`src/rtl/stop_watch_param.sv`:
```
// Parameterised BCD stopwatch: prescaled up/down digit chain with sticky wrap
// flag and a frozen "lap" display view.
module stop_watch_param #(
  parameter int CLK_DIV = 5000000,
  parameter int N_DIG   = 3
) (
  input  logic               clk,
  input  logic               reset_n,
  input  logic               go,
  input  logic               clr,
  input  logic               up,
  input  logic               lap,
  output logic [4*N_DIG-1:0] bcd,
  output logic               ovf,
  output logic               tick,
  output logic               lap_active
);

  localparam int W  = 4 * N_DIG;
  localparam int PW = $clog2(CLK_DIV);
  localparam logic [PW-1:0] PMAX = PW'(CLK_DIV - 1);

  typedef enum logic {LIVE = 1'b0, LAP = 1'b1} state_t;

  state_t          state_q, state_d;
  logic [PW-1:0]   presc_q, presc_d;
  logic [W-1:0]    cnt_q, cnt_d;
  logic [W-1:0]    lap_q, lap_d;
  logic            ovf_q, ovf_d;
  logic            tick_q, tick_d;
  logic [W:0]      step_res_s;

  // Returns {wrap, next value}; wrap is the carry/borrow out of the top digit.
  function automatic logic [W:0] bcd_step(input logic [W-1:0] v, input logic dir_up);
    logic [W-1:0] r;
    logic [3:0]   d;
    logic         c;
    r = v;
    c = 1'b1;
    for (int k = 0; k < N_DIG; k++) begin
      d = v[4*k +: 4];
      if (c) begin
        if (dir_up) begin
          if (d >= 4'd9) begin
            r[4*k +: 4] = 4'd0;
          end else begin
            r[4*k +: 4] = d + 4'd1;
            c = 1'b0;
          end
        end else begin
          if (d == 4'd0) begin
            r[4*k +: 4] = 4'd9;
          end else begin
            r[4*k +: 4] = d - 4'd1;
            c = 1'b0;
          end
        end
      end else begin
        r[4*k +: 4] = d;
      end
    end
    return {c, r};
  endfunction

  // State registers; tick is registered so it is high while the new count is shown.
  always_ff @(posedge clk or negedge reset_n) begin
    if (!reset_n) begin
      state_q <= LIVE;
      presc_q <= {PW{1'b0}};
      cnt_q   <= {W{1'b0}};
      lap_q   <= {W{1'b0}};
      ovf_q   <= 1'b0;
      tick_q  <= 1'b0;
    end else begin
      state_q <= state_d;
      presc_q <= presc_d;
      cnt_q   <= cnt_d;
      lap_q   <= lap_d;
      ovf_q   <= ovf_d;
      tick_q  <= tick_d;
    end
  end

  always_comb begin
    state_d    = state_q;
    presc_d    = presc_q;
    cnt_d      = cnt_q;
    lap_d      = lap_q;
    ovf_d      = ovf_q;
    tick_d     = 1'b0;
    step_res_s = bcd_step(cnt_q, up);
    if (clr) begin
      state_d = LIVE;
      presc_d = {PW{1'b0}};
      cnt_d   = {W{1'b0}};
      lap_d   = {W{1'b0}};
      ovf_d   = 1'b0;
    end else begin
      if (go) begin
        if (presc_q == PMAX) begin
          presc_d = {PW{1'b0}};
          cnt_d   = step_res_s[W-1:0];
          tick_d  = 1'b1;
          if (step_res_s[W]) begin
            ovf_d = 1'b1;
          end else begin
            ovf_d = ovf_q;
          end
        end else begin
          presc_d = presc_q + 1'b1;
        end
      end else begin
        presc_d = presc_q;
      end
      // Lap capture uses the pre-tick count, even on a tick edge.
      case (state_q)
        LIVE: begin
          if (lap) begin
            lap_d   = cnt_q;
            state_d = LAP;
          end else begin
            state_d = LIVE;
          end
        end
        LAP: begin
          if (lap) begin
            state_d = LIVE;
          end else begin
            state_d = LAP;
          end
        end
        default: state_d = LIVE;
      endcase
    end
  end

  assign bcd        = (state_q == LAP) ? lap_q : cnt_q;
  assign lap_active = (state_q == LAP);
  assign ovf        = ovf_q;
  assign tick       = tick_q;

endmodule

```
`config.mk`:
```
export PLATFORM = sky130hd
export DESIGN_NAME = stop_watch_param
export DESIGN_NICKNAME = d
export VERILOG_FILES = /design/src/rtl/stop_watch_param.sv
export SDC_FILE = /design/constraint.sdc
export NUM_CORES = 1
export LEC_CHECK = 0
export BUFFER_PORTS_ARGS = -buffer_cell sky130_fd_sc_hd__buf_2
export CAP_MARGIN = 20
export CORE_AREA = 2 2 81 98
export CTS_CLUSTER_DIAMETER = 150
export DETAILED_ROUTE_END_ITERATION = 10
export DIE_AREA = 0 0 83 100
export PLACE_DENSITY = 0.66
export SETUP_SLACK_MARGIN = 0.3
export SYNTH_ARGS = -nofsm -noshare
export SYNTH_HDL_FRONTEND = slang
export SYNTH_SLANG_ARGS = --single-unit
export TNS_END_PERCENT = 10
```
`constraint.sdc`:
```
create_clock -name clk -period 4.6 [get_ports clk]
set_clock_uncertainty 0.05 [all_clocks]
set_input_delay 0.92 -clock clk [delete_from_list [all_inputs] [get_ports clk]]
set_output_delay 0.92 -clock clk [all_outputs]
set_load 0.05 [all_outputs]
```
==> out/metrics.yaml, run 1 <==
status: "finished clean"
fp-row-count: 35
mostFrequentLayoutCells: "67 x nand2_1, 50 x dfrtp_1, 30 x nor2_1"
ctsHtreeMaxLevel: 2
wire_per_inst_um: 14.4
crit_arrival_ns: 1.70
synth_area_per_cell_um2: 8.60
path_max_fanout: 24
fillCellCount: 754
port_buffers: 20
path_class: "reg2out"
gp_congestion: 0.801
regArea_um2: 1250
drtPass1Iterations: 4
fin_cells: 475
root_buffer: "clkbuf_8"
maxSlewHeadroom_pct: 44.3
cts_buffer_depth: 2
ir_drop_mv: 0.130
start_kind: "flip-flop"
layout-drive-gt1-share_pct: 13.6
multi_input_area_um2: 1830
min_period_ns: 2.67
p_leak_nw: 1.47
drcViolationCount: 0
worst_slew_pin_slew_ns: 0.836
drtIter0Drc: 151
routed_wl_um: 6820
cp.required_ns: 3.63
place_inst: 467
core_um2: 7490
dp_hpwl_um: 4640
ctsHoldBuffers: 0
ys_types: 60
drv_cap: 0
drtAntennaViolNets: 0
die_area_um2: 8300
final_common_cell: "nand2_1"
cts_made_buffers: 5
drv_slew: 0
cts_resized: 0
chipHeight_um: 100
die_x_um: 83
fin_nets: 399
grt_max_degree: 51
num_vias: 2667
io_pins: 21
synth-edff-count: 0
place_ws_ns: 1.69
syn_to_final_growth_pct: 7.56
synth_area_um2: 3210
setup_viol: 0
fin_ws_ns: 1.93
ys_seq_area_share_pct: 39.0
synthCells: 373
placed_cell_area_um2: 3360
cellPowerDensity_nw_per_um2: 230
grt_pass1_vias: 2449
clkSlewWorstSetupHoldPaths_ns: 0.10
synthArstFlopShare_pct: 100
design_area_um2: 3450
avgViaCountPerCell: 5.61
ys.warnings.count: 0
grt_overflow_total: 0
grt_first_pass_wirelength_um: 11800
synth-seq-cells: 50
diodes: 0
cts_sinks: 50
grtUsageTotal_pct: 17.0
syn-num-nets: 390
min_path_type: "reg2reg"
clk_latency_ns: 0.31
post_cts_buffers: 0
cts_tree: "built"
period_share_pct: 58.1
rsz0062_at_grt: "no"
tns_ns: 0
cp-end-kind: "output pin"
synth_ff_type: "dfrtp_1"
fmax_mhz: 374
power.total_mw: 0.794
initial_core_util_pct: 42.9
antenna_found_initial: 0
timing_hold_violations_final: 0
[critical path, stage by stage (launching register included)]
cell and delay (ns):
dfrtp_1 0.78, mux2_2 0.40, buf_2 0.21
[where the power goes]
group          internal, mW  switching (mW)
clock network         0.121           0.158
registers             0.444         0.00903
logic                0.0171          0.0444
total                 0.583           0.211
[state kept, by name, indices dropped and copies added, names as in the netlist]
signal and flops:
presc_q 23, lap_active 1, cnt_q 12, ovf 1, lap_q 12, tick 1
[layout make-up]
class	count	share of cell area (%)
Clock buffer	6	2.39
Inverter	13	1.41
Clock inverter	2	0.362
Tap cell	92	3.33
Multi-Input combinational cell	291	53.1
Timing Repair Buffer	21	3.12
Sequential cell	50	36.2
[through the flow]
| stage | hold slack, ns | utilization (%) |
|---|---|---|
| 4_1_cts | 0.476 | 46.1 |
| 6_report | 0.471 | 46.1 |
| 3_3_place_gp | 0.455 | 44.8 |
| 5_1_grt | 0.495 | 46.1 |
| 2_1_floorplan | 0.437 | - |
| 3_5_place_dp | 0.462 | 44.8 |
[synth_stat cells, drive strengths merged, types with 3 or more instances]
cell type | number | area share, %
xor2 | 9 | 2.5
xnor2 | 5 | 1.4
mux2i | 5 | 1.6
nor3 | 10 | 1.6
buf | 3 | 0.47
nand2b | 6 | 1.2
o21ai | 19 | 3.0
nand4 | 11 | 2.6
a21oi | 26 | 4.1
or3 | 4 | 0.78
nand3 | 12 | 2.0
nor4 | 5 | 1.4
nor2 | 30 | 3.5
nor2b | 4 | 0.78
o211ai | 6 | 1.4
o22ai | 3 | 0.78
dfrtp | 50 | 39
inv | 12 | 1.4
a211oi | 3 | 0.70
mux2 | 6 | 2.1
nand2 | 68 | 8.0
a311oi | 3 | 0.82
nor3b | 4 | 0.94
nor4b | 4 | 2.5
clkbuf | 16 | 1.9
a31oi | 6 | 1.2
ha | 11 | 4.3
[metal layers]
metal	GRT usage (%)	vias up	wire (um)
li1	-	1341	-
met1	22.3	1259	3240
met2	28.8	59	3240
met3	2.88	8	253
met4	5.42	0	91
met5	0	-	0
[cells by family after synthesis]
group | count (synthesis) | synth area share [%]
AOI/OAI and AO/OA | 81 | 16.1
adders and majority gates | 11 | 4.29
and+or+nand+nor | 174 | 29.2
DFF | 50 | 39.0
xor gates and xnor gates | 14 | 3.82
muxes | 11 | 3.66
buffers and inverters | 32 | 3.86
[final timing paths]
check                           start          end  slack, ns  cells past startpoint
setup / recovery           lap_active      bcd[10]       1.93                      2
hold / removal               lap_q[7]     lap_q[7]       0.47                      2
setup reg to reg             cnt_q[0]     cnt_q[8]       2.11                      7
hold reg to reg              lap_q[7]     lap_q[7]       0.47                      2
max in group asynchronous     reset_n  presc_q[14]       3.40                      2
min in group asynchronous     reset_n     lap_q[8]       0.67                      2
Note: power is estimated with default switching activity, not from simulation.
==> inputs of run 2 (changes only) <==
==> constraint.sdc (replaced) <==
create_clock -name clk -period 2.5 [get_ports clk]
set_clock_uncertainty 0.05 [all_clocks]
set_input_delay 0.5 -clock clk [delete_from_list [all_inputs] [get_ports clk]]
set_output_delay 0.5 -clock clk [all_outputs]
set_load 0.05 [all_outputs]
==> run 2 against run 1 <==
Critical path depth up 6. Count of clock-buffer cells in the layout unchanged. Combinational power up 110%. Critical endpoint is now cnt_q[10]. Highest routed layer unchanged. Die area unchanged. Cell count up 3.4%.
==> out/metrics.yaml, run 2 (same netlist as run 1, synthesis figures left out) <==
status: "finished clean"
ctsHtreeMaxLevel: 2  # unchanged
dp_hpwl_um: 5130  # +11%
cts_buffer_depth: 2  # unchanged
drcViolationCount: 0  # unchanged
die_area_um2: 8300  # unchanged
critPathTopFamily: "simple AND/OR/NAND/NOR gates"
fin_ws_ns: 0.326  # -1.60 ns
wire_per_inst_um: 14.6  # +1.6%
fp-row-count: 35  # unchanged
cellPowerDensity_nw_per_um2: 424  # +85%
cts_sinks: 50  # unchanged
power_frac_clock_pct: 37.4  # +2.2 points
grtUsageTotal_pct: 17.6  # +0.60 points
chipHeight_um: 100  # unchanged
fin_cells: 491  # +3.4%
min_path_type: "in2async"
setup_viol: 0  # unchanged
path_max_fanout: 6  # -75%
p_int_mw: 1.16  # +100%
mostFrequentLayoutCells: "67 x nand2_1, 49 x dfrtp_1, 30 x nor2_1"
largest_register_ffs: 23  # unchanged
design_area_um2: 3630  # +5.3%
io_pins: 21  # unchanged
num_vias: 2779  # +4.2%
grt_max_degree: 30  # -41%
clk_latency_ns: 0.31  # about the same
worst_slew_pin_slew_ns: 0.531  # -0.305 ns
largest_register: "presc_q"
grt_pass1_vias: 2706  # +10%
grt_first_pass_wirelength_um: 12300  # +5.1%
core_um2: 7490  # unchanged
routed_wl_um: 7160  # +5.0%
ctsHoldBuffers: 0  # unchanged
die_x_um: 83  # unchanged
p_switching_mw: 0.380  # +80%
cp_cell_sequence: "inv_1 > ha_4 > or3b_4 > o22ai_4 > nor4b_4 > nand2_2 > buf_4 > mux2i_1"
p_comb_share_pct: 8.6  # +0.9 points
swShare_pct: 24.6  # -2.0 points
reg.largest.list: "presc_q (23), cnt_q (12), lap_q (12)"
drtAntennaViolNets: 0  # unchanged
cpPeakStageDelay_ns: 0.40  # -0.38 ns
drtPass1Iterations: 4  # unchanged
fmax_mhz: 460
place_inst: 480  # +2.8%
critical_path_buf_inv_count: 2  # +1
maxSlewHeadroom_pct: 64.6  # +20 points
p_leak_nw: 1.55  # +6.0%
tns_ns: 0  # unchanged
layout-drive-gt1-share_pct: 18.0  # +4.5 points
antenna_found_initial: 0  # unchanged
path_class: "reg2reg"
place_ws_ns: 0.202  # -1.49 ns
power.total_mw: 1.54  # +94%
root_buffer: "clkbuf_8"
drv_slew: 0  # unchanged
clkSlewWorstSetupHoldPaths_ns: 0.10  # about the same
critPathSlowestCell: "or3b_4"
cp-end-kind: "flip-flop"
drv_cap: 0  # unchanged
timing_hold_violations_final: 0  # unchanged
rsz0062_at_grt: "yes"
cp.required_ns: 2.64  # -0.99 ns
final_common_cell: "nand2_1"
cts_tree: "built"
crit_arrival_ns: 2.31  # +0.61 ns
gp_congestion: 0.838  # +4.6%
drtIter0Drc: 110  # -27%
port_buffers: 20  # unchanged
fin_nets: 415  # +4.0%
seqPwrFrac_pct: 54.1  # -3.0 points
min_period_ns: 2.17
initial_core_util_pct: 42.9  # unchanged
cts_made_buffers: 5  # unchanged
holdWs_ns: 0.110  # -0.361 ns
ir_drop_mv: 0.235  # +81%
start_kind: "flip-flop"
placed_cell_area_um2: 3470  # +3.3%
avgViaCountPerCell: 5.66  # +0.80%
diodes: 0  # unchanged
syn_to_final_growth_pct: 13.2
grt_overflow_total: 0  # unchanged
fin_util_pct: 48.5  # +2.4 points
period_share_pct: 87.0
==> run 2: changes by cell type in the layout (fill, tap and decap cells not counted), sizes merged <==
| cell | before | now |
|---|---|---|
| buf | 21 | 37 |
| clkinv | 2 | 1 |
| bufinv | 0 | 1 |
==> run 2: power groups by stage <==
stage | Clock [mW] | Sequential (mW) | Combinational (mW)
global placement | 0 | 0.849 | 0.131
floorplan | 0 | 0.845 | 0.0772
global route | 0.635 | 0.836 | 0.148
CTS | 0.599 | 0.833 | 0.133
finish | 0.576 | 0.834 | 0.132
detailed placement | 0 | 0.849 | 0.132
==> run 2: worst register-to-register path, delay by kind of cell (launching register included) <==
family,cells,cell delay (ns)
multiplexers,1,0.11
AO/OA/AOI/OAI,1,0.17
AND/OR/NAND/NOR,3,0.83
adder cells (fa/ha/maj),1,0.18
buffers and inverters,2,0.32
flip-flops,1,0.39
==> run 2: per-layer routing <==
metal | global-route usage (%) | up-vias | routed length, um
li1 | - | 1382 | -
met1 | 21.6 | 1334 | 3320
met5 | 0 | - | 0
met3 | 2.63 | 13 | 197
met4 | 6.05 | 0 | 109
met2 | 31.7 | 50 | 3540
==> run 2: final cells by class <==
cell class | count | area (um^2)
inverters | 13 | 48.8
multi-input cells | 291 | 1870
repair buffers | 37 | 240
well taps | 92 | 115
clock inverters | 2 | 37.5
clock buffers | 6 | 72.6
flip-flops and latches | 50 | 1250
fillers | 714 | 3850
==> run 2: path summary, 6_finish.rpt <==
check | endpoint | startpoint | slack (ns) | cells after the start
worst min-delay path | lap_q[9] | reset_n | 0.11 | 1
min in group clk | lap_active | lap | 0.42 | 3
worst max register to register | cnt_q[10] | cnt_q[1] | 0.33 | 8
worst min register to register | lap_q[7] | lap_q[7] | 0.47 | 2
max in group asynchronous | presc_q[9] | reset_n | 1.75 | 2
worst max-delay path | cnt_q[10] | cnt_q[1] | 0.33 | 8
==> run 2: repair_timing <==
item | 4_1_cts | 5_1_grt
resized for setup | 2 | 5
endpoints found under the setup margin | 9 | 19
pin swaps | 1 | 1
setup buffers | 0 | 3
